==> config.mk <==
export PLATFORM = sky130hd
export DESIGN_NAME = arm_template_emitter
export DESIGN_NICKNAME = d
export VERILOG_FILES = /design/src/rtl/arm_template_emitter.sv
export SDC_FILE = /design/constraint.sdc
export NUM_CORES = 1
export LEC_CHECK = 0
export ABC_CLOCK_PERIOD_IN_PS = 1900
export CAP_MARGIN = 20
export CORE_AREA = 2 2 61 106
export CTS_CLUSTER_DIAMETER = 120
export DETAILED_ROUTE_END_ITERATION = 10
export DIE_AREA = 0 0 63 108
export GPL_ROUTABILITY_DRIVEN = 0
export PLACE_DENSITY_LB_ADDON = 0.05
export SLEW_MARGIN = 40
export SYNTH_ARGS = -nofsm -noshare
export SYNTH_HDL_FRONTEND = slang
export SYNTH_SLANG_ARGS = --single-unit
==> constraint.sdc <==
create_clock -name clk -period 1.9 [get_ports clk]
set_input_delay 0.19 -clock clk [delete_from_list [all_inputs] [get_ports clk]]
set_output_delay 0.19 -clock clk [all_outputs]
set_load 0.02 [all_outputs]
==> src/rtl/arm_template_emitter.sv <==
`default_nettype none
// ============================================================================
// Module      : arm_template_emitter
// Description : Turns one bytecode selection into a stream of 32-bit ARM
//               instruction words. The selector is driven into the address
//               lookup, and the returned template slot is read word by word
//               from a synchronous template ROM. Each word is emitted on a
//               valid/ready stream.
// Ports       :
//   clk, rst            - clock, asynchronous active-high reset
//   req_valid/req_ready - bytecode request handshake, req_sel = {stage, op}
//   lut_sel / lut_adr   - selector out to lookup / slot index back
//   rom_en / rom_addr   - template ROM read strobe and {slot, idx} address
//   rom_data            - {last flag, ARM word}, one cycle after rom_en
//   out_valid/out_ready - ARM word stream handshake
//   out_data / out_last - ARM word and end-of-template marker
//   done / err          - one-cycle completion / unsupported-bytecode pulses
//   abort               - synchronous flush back to idle
// Revision    : 1.0 - initial release
// ============================================================================
module arm_template_emitter #(
    parameter int SLOT_W = 3,
    parameter int ADR_W  = 7
) (
    input  logic                    clk,
    input  logic                    rst,
    input  logic                    req_valid,
    output logic                    req_ready,
    input  logic [8:0]              req_sel,
    output logic [8:0]              lut_sel,
    input  logic [ADR_W-1:0]        lut_adr,
    output logic                    rom_en,
    output logic [ADR_W+SLOT_W-1:0] rom_addr,
    input  logic [32:0]             rom_data,
    output logic                    out_valid,
    input  logic                    out_ready,
    output logic [31:0]             out_data,
    output logic                    out_last,
    output logic                    done,
    output logic                    err,
    input  logic                    abort
);

    localparam logic [1:0] c_IDLE  = 2'd0;
    localparam logic [1:0] c_FETCH = 2'd1;
    localparam logic [1:0] c_EMIT  = 2'd2;

    localparam logic [ADR_W-1:0]  c_ADR_EMPTY = '0;
    localparam logic [ADR_W-1:0]  c_ADR_NONE  = '1;
    localparam logic [SLOT_W-1:0] c_IDX_MAX   = '1;

    logic [1:0]        r_state;
    logic [1:0]        w_state_next;
    logic [ADR_W-1:0]  r_slot;
    logic [SLOT_W-1:0] r_idx;
    logic [SLOT_W-1:0] w_idx_next;
    logic [31:0]       r_out_data;
    logic              r_out_last;
    logic              r_done;
    logic              r_err;

    logic w_accept;
    logic w_empty;
    logic w_unsup;
    logic w_start;
    logic w_hs;
    logic w_next_word;

    // abort outranks any request or handshake in the same cycle, so both
    // qualifiers are masked by it before they can start any side effect.
    assign w_accept    = (r_state == c_IDLE) && req_valid && !abort;
    assign w_empty     = (lut_adr == c_ADR_EMPTY);
    assign w_unsup     = (lut_adr == c_ADR_NONE);
    assign w_start     = w_accept && !w_empty && !w_unsup;
    assign w_hs        = (r_state == c_EMIT) && out_ready && !abort;
    assign w_next_word = w_hs && !r_out_last;
    assign w_idx_next  = r_idx + SLOT_W'(1);

    assign lut_sel   = req_sel;
    assign req_ready = (r_state == c_IDLE);
    assign out_valid = (r_state == c_EMIT);
    assign out_data  = r_out_data;
    assign out_last  = r_out_last;
    assign done      = r_done;
    assign err       = r_err;

    // Next state and ROM read strobe. The ROM address is driven only while
    // the strobe is high so the bus idles at zero.
    always_comb begin
        w_state_next = r_state;
        rom_en       = 1'b0;
        rom_addr     = '0;
        case (r_state)
            c_IDLE: begin
                if (w_start) begin
                    w_state_next = c_FETCH;
                    rom_en       = 1'b1;
                    rom_addr     = {lut_adr, {SLOT_W{1'b0}}};
                end
            end
            c_FETCH: begin
                w_state_next = c_EMIT;
            end
            c_EMIT: begin
                if (w_hs) begin
                    if (r_out_last) begin
                        w_state_next = c_IDLE;
                    end else begin
                        w_state_next = c_FETCH;
                        rom_en       = 1'b1;
                        rom_addr     = {r_slot, w_idx_next};
                    end
                end
            end
            default: begin
                w_state_next = c_IDLE;
            end
        endcase
        if (abort) begin
            w_state_next = c_IDLE;
        end
    end

    always_ff @(posedge clk or posedge rst) begin
        if (rst) begin
            r_state    <= c_IDLE;
            r_slot     <= '0;
            r_idx      <= '0;
            r_out_data <= '0;
            r_out_last <= 1'b0;
            r_done     <= 1'b0;
            r_err      <= 1'b0;
        end else begin
            r_state <= w_state_next;
            r_done  <= (w_accept && w_empty) || (w_hs && r_out_last);
            r_err   <= w_accept && w_unsup;

            if (w_start) begin
                r_slot <= lut_adr;
                r_idx  <= '0;
            end else if (w_next_word) begin
                r_idx <= w_idx_next;
            end

            // The final word of a slot always ends the template, so idx can
            // never step past the slot boundary.
            if ((r_state == c_FETCH) && !abort) begin
                r_out_data <= rom_data[31:0];
                r_out_last <= rom_data[32] || (r_idx == c_IDX_MAX);
            end
        end
    end

endmodule
`default_nettype wire

# Word level (Yosys, flattened, before mapping)
# Cells that the tools add are included.
# word_totals
reg_bits	47
input_bits	54
output_inout_bits	57
word_cells	50
# op_classes
addsub	1
n_eq_ne	6
muxes	15
reduce_logical	21
# op_table
op	n
two-way mux 10 bit	3
case mux 10 bit (2 select lines)	1
logical AND 1 bit	11
equality test 7 bit, second input constant	1
logical NOT 7 bit	1
two-way mux 2 bit	3
two-way mux 3 bit	2
inequality test 3 x 1 -> 1 bit, second input constant	2
case mux 2 bit (3 select lines)	1
logical NOT 1 bit	4
two-way mux 1 bit	4
adder 3 x 1 -> 3 bit, second input constant	1
equality test 3 bit, second input constant	1
equality test 2 x 1 -> 1 bit, second input constant	1
equality test 2 bit, second input constant	1
logical NOT 2 bit	1
logical OR 1 bit	2
case mux 1 bit (2 select lines)	1
AND reduction 2 bit	1
nonzero test 2 bit	1

# Logic depth before layout (Yosys ltp)
# Gate-level depths: netlist of run 1.
# depth
word_depth	8
mapped_depth	5
ltp_nobuf	4

# Worst setup path after synthesis of run 1
# OpenSTA, ideal clock, no wires.
# synth_path
path_kind	register to output
start	reg r_state[1]
end	out rom_addr[5]
arrival_time_ns	1.799
required_ns	1.710
setup_slack_ns	-0.089
path_stages_with_launch	6
n_path_buf	1
cell_sequence	dfrtp_1 -> or4b_4 -> a41oi_4 -> o21a_1 -> buf_4 -> a22o_1
# synth_via
elab_chain_cells	7
elab_cells_between_ends	11
cone_classes	eq/ne (1); mux (3); reduce/logical (7)
# synth_rtl
element	line	rtl
start: declaration	52	logic [1:0] r_state;
start signal: assignment	126	r_state <= c_IDLE;
start signal: assignment	134	r_state <= w_state_next;
logical NOT 2 bit	71, 93	
logical AND 1 bit (2 in a row)	71	assign w_accept = (r_state == c_IDLE) && req_valid && !abort;
logical AND 1 bit (2 in a row)	74	assign w_start = w_accept && !w_empty && !w_unsup;
two-way mux 10 bit	95	if (w_start) begin
case mux 10 bit (2 select lines) *	93	case (r_state)
end: declaration	33	output logic [ADR_W+SLOT_W-1:0] rom_addr,
# Every way passes the cells marked *; elsewhere a longest branch is shown, timed or not.

# Final worst setup path of run 1
# layout_path
start	in lut_adr[2]
end	out rom_en
# layout_via
elab_chain_cells	6
elab_cells_between_ends	8
cone_classes	eq/ne (1); mux (2); reduce/logical (5)
# layout_rtl
element	line	rtl
start: declaration	31	input logic [ADR_W-1:0] lut_adr,
logical NOT 7 bit	72	assign w_empty = (lut_adr == c_ADR_EMPTY);
logical NOT 1 bit	74	
logical AND 1 bit	74	
logical AND 1 bit *	74	
two-way mux 1 bit *	95	
case mux 1 bit (2 select lines) *	93	
end: declaration	32	output logic rom_en,
# Marks and branches as above.

==> results.sh, run 1 <==
export IMPL_stdcell_area_um2=3420
export IMPL_fin_ws_ps=-236.0
export IMPL_clk_path_buf_depth=2
export IMPL_final_common_cell="clkdlybuf4s50_1"
export IMPL_cts_clk_slew_worst_paths_ps=80
export IMPL_start_util=0.3458
export IMPL_grt_total_usage=0.1574
export IMPL_cts_buffers_inserted=5
export IMPL_critPathMaxStageDelay_ps=550
export IMPL_setup_viol=15
export IMPL_dieArea_um2=6804
export IMPL_wire_per_inst_um=15.07
export IMPL_synth_seq_area_share=0.5785
export IMPL_crit_fanout=6
export IMPL_slew_headroom=0.6856
export IMPL_area_delta_synth_final_pct=68.18
export IMPL_cts_tree="built"
export IMPL_routed_wl_um=5092
export IMPL_instances_no_fill=338
export IMPL_root_buffer="clkbuf_8"
export IMPL_synth_cells=144
export IMPL_status="finished, violations left"
export IMPL_rows=37
export IMPL_fin_crit_ps=2136
export IMPL_ant_nets=0
export IMPL_drc_errors=0
export IMPL_grt_antenna_before_repair=0
export IMPL_layout_common_cells="81 x clkdlybuf4s50_1, 47 x dfrtp_1, 35 x mux2_2"
export IMPL_leakage_nw=1.479
export IMPL_dp_hpwl_um=3943
export IMPL_synth_top_area_share=0.5785
export IMPL_die_height_um=108
export IMPL_synth_async_reset_ratio=1.000
export IMPL_diodes=0
export IMPL_cts_sinks=47
export IMPL_top_layer="met4"
export IMPL_start_kind="input pin"
export IMPL_yosysTopAreaCell="dfrtp_1"
export IMPL_ys_types=27
export IMPL_required_ps=1710
export IMPL_dr_wl_met2_um=2929
export IMPL_fmax_mhz=468.2
export IMPL_cp_cell_sequence="clkdlybuf4s50_1 > or4_4 > o21a_1 > buf_6 > or2_2 > buf_6"
export IMPL_grt_overflow_total=0
export IMPL_preCtsSetupSlack_ps=-725.4
export IMPL_worstHoldPathType="in -> async"
export IMPL_hold_viol=0
export IMPL_yosysWarnings=0
export IMPL_finClkSkew_ps=3.877
export IMPL_crit_arrival_ps=1950
export IMPL_dpl_instance_area_um2=3211
export IMPL_cp_end_kind="output pin"
export IMPL_vias=1586
export IMPL_crit_type="in -> out"
export IMPL_die_x_um=63
export IMPL_cap_viol_max_count=0
export IMPL_finish_utilization=0.5816
export IMPL_syn_area_um2=2033
export IMPL_cpMostUsedCell="buf_6"
export IMPL_synth_edf_count=0
export IMPL_layout_drive_gt1_share=0.3846
export IMPL_fillerInstances=533
export IMPL_rsz0062_at_grt="true"
export IMPL_postCtsHoldBufs=0
export IMPL_grt_pass1_wl_um=8273
export IMPL_peakVddDrop_mv=0.6732
export IMPL_drt_met1_wl_um=1725
export IMPL_pwr_density_cell_nw_per_um2=985.6
export IMPL_synth_area_leaders="dfrtp_1 58%, mux2_2 19%, a22o_1 4.3%"
export IMPL_holdWs_ps=230.1
export IMPL_clock_latency_ps=290
export IMPL_report_final_slew_viol_count=0
export IMPL_failed_checks="setup timing"
export IMPL_cp_slowest_cell="or4_4"
export IMPL_grt_pass1_vias=1771
export IMPL_synth_ff_type="dfrtp_1"
export IMPL_route_met3_wl_um=362
export IMPL_dp_cells=323
export IMPL_grt_max_degree=35
export IMPL_final_nets=315
export IMPL_h_tree_depth=2
export IMPL_via_per_inst=4.692
export IMPL_core_area_um2=5879
export IMPL_avgSynthCellArea_um2=14.12
export IMPL_port_buffers=92
export IMPL_syn_num_nets=200
export IMPL_ios=111
export IMPL_firstDrtPassIters=4
export IMPL_period_share=1.124
export IMPL_drt_iter0_markers=25
export IMPL_worst_pin_slew_ps=470.9
export IMPL_ys_ff_latch=47
## per-layer routing
layer / vias to the layer above / track usage
met4: 0 / 0.05714
met3: 6 / 0.05307
met5: - / 0
met2: 68 / 0.3093
met1: 774 / 0.1462
li1: 738 / -
## power breakdown
part / internal, mW / switching (mW)
combinational: 0.752 / 0.574
clock: 0.332 / 0.307
sequential: 1.26 / 0.146
## flip-flops by register name, summed over array words and instances, names as in the netlist
register	cells
out_data	32
r_slot	7
r_idx	3
r_state	2
done	1
err	1
out_last	1
## critical path: cells and delay by family
kind | cells | cell delay [ps]
AOI/OAI and AO/OA | 1 | 210
buffers and inverters | 3 | 700
and+or+nand+nor | 2 | 850
## logic make-up after synthesis
group,after synthesis,share of synthesized area
adders and majority gates,2,0.01231
xor gates and xnor gates,1,0.004308
AOI/OAI and AO/OA,15,0.07077
muxes,39,0.2142
and+or+nand+nor,24,0.07200
buffers and inverters,16,0.04800
DFF,47,0.5785
## final timing paths
path	from	end	slack [ps]	depth (start not counted)
worst min-delay path	rst	r_slot[3]	230	2
worst max register to register	r_state[1]	r_slot[6]	-90	8
min in group clk	req_sel[7]	lut_sel[7]	380	0
max in group asynchronous	rst	out_data[12]	1170	3
worst max-delay path	lut_adr[2]	rom_en	-240	6
worst min register to register	r_slot[0]	r_slot[0]	510	1
## Yosys cell counts (2+ instances only)
library cell	number
or2_2	2
clkbuf_1	5
nor2_1	9
ha_1	2
mux2i_1	3
and2_1	2
a22o_1	10
mux2_2	35
nor2b_1	3
buf_4	10
dfrtp_1	47
## stage by stage
stage	setup TNS [ps]	power, mW
2_1_floorplan	-64.58	2.043
3_3_place_gp	-8909	2.703
3_5_place_dp	-9351	2.739
4_1_cts	-2728	3.421
5_1_grt	-3313	3.558
6_report	-2109	3.370
## area by class of cell
class	count	area (µm²)	area share
Clock buffer	8	100.1	0.02927
Timing Repair Buffer	123	1204	0.3520
Sequential cell	47	1176	0.3439
Inverter	1	3.754	0.001098
Tap cell	78	97.59	0.02854
Multi-Input combinational cell	81	838.3	0.2452
## timing repair
item                       in CTS  in global routing
gates resized for setup        72                  3
setup endpoints to repair      12                 18
setup buffers                   7                  1
pin swaps                       8                  1
Power figures use the tool's default switching activity.
==> run 2, diff against run 1 <==
--- a/config.mk
+++ b/config.mk
@@ -5,12 +5,13 @@
 export SDC_FILE = /design/constraint.sdc
 export NUM_CORES = 1
 export LEC_CHECK = 0
+export ABC_AREA = 1
 export ABC_CLOCK_PERIOD_IN_PS = 1900
 export CAP_MARGIN = 20
-export CORE_AREA = 2 2 61 106
+export CORE_AREA = 2 2 62 108
 export CTS_CLUSTER_DIAMETER = 120
 export DETAILED_ROUTE_END_ITERATION = 10
-export DIE_AREA = 0 0 63 108
+export DIE_AREA = 0 0 64 110
 export GPL_ROUTABILITY_DRIVEN = 0
 export PLACE_DENSITY_LB_ADDON = 0.05
 export SLEW_MARGIN = 40
==> run 2 against run 1 <==
The run now ends clean; global-route usage up 0.16 points; highest routed layer unchanged; critical endpoint unchanged; largest power group unchanged; total power fell by 1.3%; worst hold slack gained 15 ps; largest cell class is now flip-flops and latches.
==> results.sh, run 2 <==
export IMPL_worstHoldPathType="in -> async"
export IMPL_rsz0062_at_grt="false"
export IMPL_synth_ff_type="dfrtp_1"
export IMPL_ant_nets=0
export IMPL_port_buffers=92
export IMPL_crit_type="in -> out"
export IMPL_dieArea_um2=7040
export IMPL_grt_antenna_before_repair=0
export IMPL_worst_path_buf_inv=3
export IMPL_r2r_start="r_idx[0]"
export IMPL_r2r_end="r_idx[2]"
export IMPL_ys_types=17
export IMPL_grt_overflow_total=0
export IMPL_die_height_um=110
export IMPL_fmax_mhz=566.3
export IMPL_setup_viol=0
export IMPL_area_delta_synth_final_pct=54.57
export IMPL_routed_wl_um=5270
export IMPL_cp_top_family="buffers and inverters"
export IMPL_rrSetupSlack_ps=540
export IMPL_synth_top_area_share=0.5475
export IMPL_synth_most_common_cell="nand2_1"
export IMPL_synth_seq_area_share=0.5475
export IMPL_largest_reg_flops=32
export IMPL_firstDrtPassIters=4
export IMPL_cp_end_kind="output pin"
export IMPL_multi_input_area_um2=752.0
export IMPL_syn_num_nets=318
export IMPL_fin_crit_ps=1766
export IMPL_preCtsSetupSlack_ps=-252.6
export IMPL_start_util=0.3503
export IMPL_drt_iter0_markers=105
export IMPL_r2r_cells=9
export IMPL_grt_total_usage=0.1589
export IMPL_fillerInstances=608
export IMPL_layout_drive_gt1_share=0.1328
export IMPL_grt_max_degree=48
export IMPL_leakage_nw=1.779
export IMPL_grt_pass1_vias=1814
export IMPL_finish_utilization=0.5414
export IMPL_report_final_slew_viol_count=0
export IMPL_cp_slowest_cell="clkdlybuf4s50_1"
export IMPL_rows=38
export IMPL_clock_latency_ps=290
export IMPL_die_x_um=64
export IMPL_seqCellArea_um2=1176
export IMPL_hold_viol=0
export IMPL_cts_tree="built"
export IMPL_final_common_cell="nand2_1"
export IMPL_via_per_inst=4.290
export IMPL_cts_buffers_inserted=5
export IMPL_cap_viol_max_count=0
export IMPL_vias=1926
export IMPL_ys_ff_latch=47
export IMPL_synth_cells=262
export IMPL_drc_errors=0
export IMPL_fin_ws_ps=134.1
export IMPL_clk_path_buf_depth=2
export IMPL_slew_headroom=0.8190
export IMPL_finClkSkew_ps=2.244
export IMPL_fin_tns_setup_ps=0
export IMPL_critPathMaxStageDelay_ps=500
export IMPL_post_cts_buffers=0
export IMPL_worst_pin_slew_ps=271.1
export IMPL_required_ps=1710
export IMPL_peakVddDrop_mv=0.3104
export IMPL_layout_common_cells="145 x nand2_1, 81 x clkdlybuf4s50_1, 47 x dfrtp_1"
export IMPL_syn_area_um2=2148
export IMPL_period_share=0.9294
export IMPL_crit_fanout=8
export IMPL_postCtsHoldBufs=0
export IMPL_diodes=0
export IMPL_final_nets=424
export IMPL_h_tree_depth=2
export IMPL_cts_clk_slew_worst_paths_ps=80
export IMPL_root_buffer="clkbuf_8"
export IMPL_yosysWarnings=0
export IMPL_pwr_density_cell_nw_per_um2=1002
export IMPL_avgSynthCellArea_um2=8.200
export IMPL_ios=111
export IMPL_grt_pass1_wl_um=8714
export IMPL_synth_common_cells="145 x nand2_1, 47 x dfrtp_1, 20 x inv_1, 12 x buf_4, 10 x nor2_1"
export IMPL_synth_area_leaders="dfrtp_1 55%, nand2_1 25%, buf_4 4.2%"
export IMPL_cp_cell_sequence="clkdlybuf4s50_1 > nor2_4 > nand3_2 > inv_4 > nand3_4 > nand2_1 > dlygate4sd2_1"
export IMPL_synth_async_reset_ratio=1.000
export IMPL_synth_edf_count=0
export IMPL_yosysTopAreaCell="dfrtp_1"
export IMPL_wire_per_inst_um=11.74
export IMPL_status="complete, no violations"
export IMPL_dp_hpwl_um=3955
export IMPL_cts_sinks=47
export IMPL_crit_arrival_ps=1580
export IMPL_start_kind="input pin"
export IMPL_core_area_um2=6133
## run 2: what timing repair did
action                     in CTS  in global routing
hold endpoints to repair        0                  0
cloned                          0                  0
pin swaps                       0                  0
resized for setup              13                 15
setup endpoints to repair      11                  8
## run 2: logic make-up (layout without fill, tap and decap cells)
logic type,count (synthesis),after routing,synth area share
buffers and inverters,38,145,0.1025
AND/OR/NAND/NOR,171,171,0.3285
adder cells (fa/ha/maj),2,2,0.01165
flip-flops,47,47,0.5475
AO/OA/AOI/OAI,4,4,0.009901
## run 2: worst max-delay path by stage
stage | cells past startpoint | end | from
floorplan | 5 | rom_addr[3] | out_last
global placement | 7 | rom_addr[3] | abort
detailed placement | 7 | rom_addr[9] | abort
CTS | 7 | rom_addr[2] | r_idx[0]
global route | 7 | rom_en | lut_adr[4]
finish | 7 | rom_en | abort
## run 2: cell type report
cell class | count | share of cell area
clock inverters | 2 | 0.01809
multi-input cells | 177 | 0.2265
well taps | 80 | 0.03014
clock buffers | 6 | 0.02185
inverters | 22 | 0.02562
repair buffers | 115 | 0.3237
flip-flops and latches | 47 | 0.3542
## run 2: tightest hold or removal path, cell delays in order
cell and delay [ps]:
clkdlybuf4s50_1 410, inv_2 70, buf_12 240
## run 2: power by group
part	switching [mW]	leakage [nW]	internal [mW]
registers	0.118	0.595	1.23
logic	0.571	1.12	0.560
clock network	0.326	0.0654	0.526
## run 2: metrics by stage
step	std cells	hold slack, ps	total power [mW]	instance area, µm²
4_1_cts	449	253.4	3.393	3352
6_report	449	244.9	3.328	3321
3_3_place_gp	441	380.1	2.514	3232
5_1_grt	449	269.9	3.529	3321
3_5_place_dp	441	380.1	2.526	3232
2_1_floorplan	262	297.2	1.915	2148
## run 2: layer usage
metal	track usage	wire length [µm]	up-vias
met3	0.03858	312	5
met1	0.1785	2042	873
met2	0.2887	2841	54
met5	0	0	-
li1	-	-	994
met4	0.05745	73	0
==> run 3, diff against run 2 <==
--- a/config.mk
+++ b/config.mk
@@ -8,10 +8,10 @@
 export ABC_AREA = 1
 export ABC_CLOCK_PERIOD_IN_PS = 1900
 export CAP_MARGIN = 20
-export CORE_AREA = 2 2 62 108
+export CORE_AREA = 4 4 64 110
 export CTS_CLUSTER_DIAMETER = 120
 export DETAILED_ROUTE_END_ITERATION = 10
-export DIE_AREA = 0 0 64 110
+export DIE_AREA = 0 0 68 114
 export GPL_ROUTABILITY_DRIVEN = 0
 export PLACE_DENSITY_LB_ADDON = 0.05
 export SLEW_MARGIN = 40
==> run 3 against run 2 <==
First-iteration DRC count shrank 6.7%; sequential share of layout area rose by 0.19 points; worst setup slack got worse by 29 ps; design area down 0.53%; critical path type unchanged; critical endpoint is now rom_addr[6].
==> results.sh, run 3 (synthesis results as in run 2) <==
export IMPL_grt_max_degree=48
export IMPL_grt_antenna_before_repair=0
export IMPL_switching_share=0.3058
export IMPL_stdcell_area_um2=3303
export IMPL_cts_clk_slew_worst_paths_ps=90
export IMPL_setup_viol=0
export IMPL_final_nets=421
export IMPL_cp_top_family="buffers and inverters"
export IMPL_start_util=0.3476
export IMPL_area_delta_synth_final_pct=53.76
export IMPL_final_common_cell="nand2_1"
export IMPL_fillerInstances=622
export IMPL_die_x_um=68
export IMPL_crit_type="in -> out"
export IMPL_start_kind="input pin"
export IMPL_firstDrtPassIters=4
export IMPL_fin_ws_ps=105.5
export IMPL_post_cts_buffers=0
export IMPL_worst_pin_slew_ps=257.9
export IMPL_rsz0062_at_grt="false"
export IMPL_dpl_instance_area_um2=3209
export IMPL_report_final_slew_viol_count=0
export IMPL_postCtsHoldBufs=0
export IMPL_status="complete, no violations"
export IMPL_ios=111
export IMPL_dp_hpwl_um=4091
export IMPL_wire_per_inst_um=12.13
export IMPL_cts_tree="built"
export IMPL_multi_input_area_um2=752.0
export IMPL_cp_end_kind="output pin"
export IMPL_p_int_mw=2.311
export IMPL_grt_pass1_vias=1900
export IMPL_rows=38
export IMPL_peakVddDrop_mv=0.4016
export IMPL_routed_wl_um=5411
export IMPL_grt_pass1_wl_um=8631
export IMPL_pwr_share_comb=0.339
export IMPL_critPathMaxStageDelay_ps=490
export IMPL_h_tree_depth=2
export IMPL_die_height_um=114
export IMPL_largest_reg_flops=32
export IMPL_period_share=0.9445
export IMPL_grt_overflow_total=0
export IMPL_holdWs_ps=247.3
export IMPL_drc_errors=0
export IMPL_cts_sinks=47
export IMPL_leakage_nw=1.767
export IMPL_cts_resized_gates=14
export IMPL_seqCellArea_um2=1176
export IMPL_layout_drive_gt1_share=0.1230
export IMPL_cap_viol_max_count=0
export IMPL_crit_fanout=8
export IMPL_cp_cell_sequence="clkdlybuf4s50_1 > nor2_4 > nand3_2 > inv_4 > nand4_1 > nand2_1 > clkdlybuf4s15_1"
export IMPL_port_buffers=92
export IMPL_dieArea_um2=7752
export IMPL_finClkSkew_ps=3.377
export IMPL_clock_latency_ps=290
export IMPL_fmax_mhz=557.2
export IMPL_core_area_um2=6181
export IMPL_finish_utilization=0.5344
export IMPL_grt_total_usage=0.1464
export IMPL_clk_path_buf_depth=2
export IMPL_switching_power_mw=1.018
export IMPL_crit_arrival_ps=1600
export IMPL_drt_iter0_markers=98
export IMPL_diodes=0
export IMPL_via_per_inst=4.316
export IMPL_fin_crit_ps=1795
export IMPL_seqPwrFrac=0.404
export IMPL_hold_viol=0
export IMPL_ant_nets=0
export IMPL_cp_slowest_cell="clkdlybuf4s50_1"
export IMPL_pwr_density_cell_nw_per_um2=1008
export IMPL_fin_tns_setup_ps=0
export IMPL_layout_common_cells="145 x nand2_1, 81 x clkdlybuf4s50_1, 47 x dfrtp_1"
export IMPL_required_ps=1710
export IMPL_worstHoldPathType="in -> async"
export IMPL_vias=1925
export IMPL_cts_buffers_inserted=5
export IMPL_worst_path_buf_inv=3
export IMPL_root_buffer="clkbuf_8"
export IMPL_power_frac_clock=0.257
export IMPL_preCtsSetupSlack_ps=-262.3
export IMPL_slew_headroom=0.8281
## run 3: changes by cell type in the layout (fill, tap and decap cells not counted), sizes merged
cell | before | now
buf | 23 | 21
clkbuf | 14 | 12
clkdlybuf4s15 | 0 | 1
## run 3: path summary, 6_finish.rpt
path	start	end	slack [ps]	depth (start not counted)
worst min-delay path	rst	out_data[1]	250	3
worst min register to register	out_data[28]	out_data[28]	470	2
min in group clk	req_sel[0]	lut_sel[0]	380	0
worst max register to register	r_state[1]	out_data[16]	600	7
worst max-delay path	abort	rom_addr[6]	110	7
max in group asynchronous	rst	out_data[10]	1440	3
## run 3: metal layers
layer  GRT usage  wire (µm)
met1      0.1566       2047
met2      0.2674       2958
met3     0.03842        344
met4     0.04781         60
met5           0          0
## run 3: power groups by stage
stage               Combinational [mW]  Sequential [mW]  Clock [mW]
floorplan                        0.305             1.61           0
global placement                  1.15             1.36           0
detailed placement                1.16             1.36           0
CTS                               1.15             1.35       0.883
global route                      1.23             1.37       0.928
finish                            1.13             1.34       0.857
## run 3: worst reg2reg max path: cells and delay by family, from the launching register on
family | cells | cell delay (ps)
buf+inv | 3 | 450
flops | 1 | 430
simple gates | 4 | 330
## run 3: final cells by class
| class | count | share of cell area |
|---|---|---|
| clock buffer | 6 | 0.02197 |
| clock inverter | 2 | 0.01818 |
| inverter | 22 | 0.02576 |
| multi-input combinational | 177 | 0.2277 |
| sequential | 47 | 0.3561 |
| tap | 80 | 0.03030 |
| timing repair buffer | 112 | 0.3201 |
## run 3: per-stage QoR
| step | std cells | total power [mW] |
|---|---|---|
| 6_report | 446 | 3.329 |
| 5_1_grt | 446 | 3.532 |
| 4_1_cts | 446 | 3.382 |
| 3_5_place_dp | 438 | 2.524 |
| 3_3_place_gp | 438 | 2.512 |
| 2_1_floorplan | 262 | 1.915 |
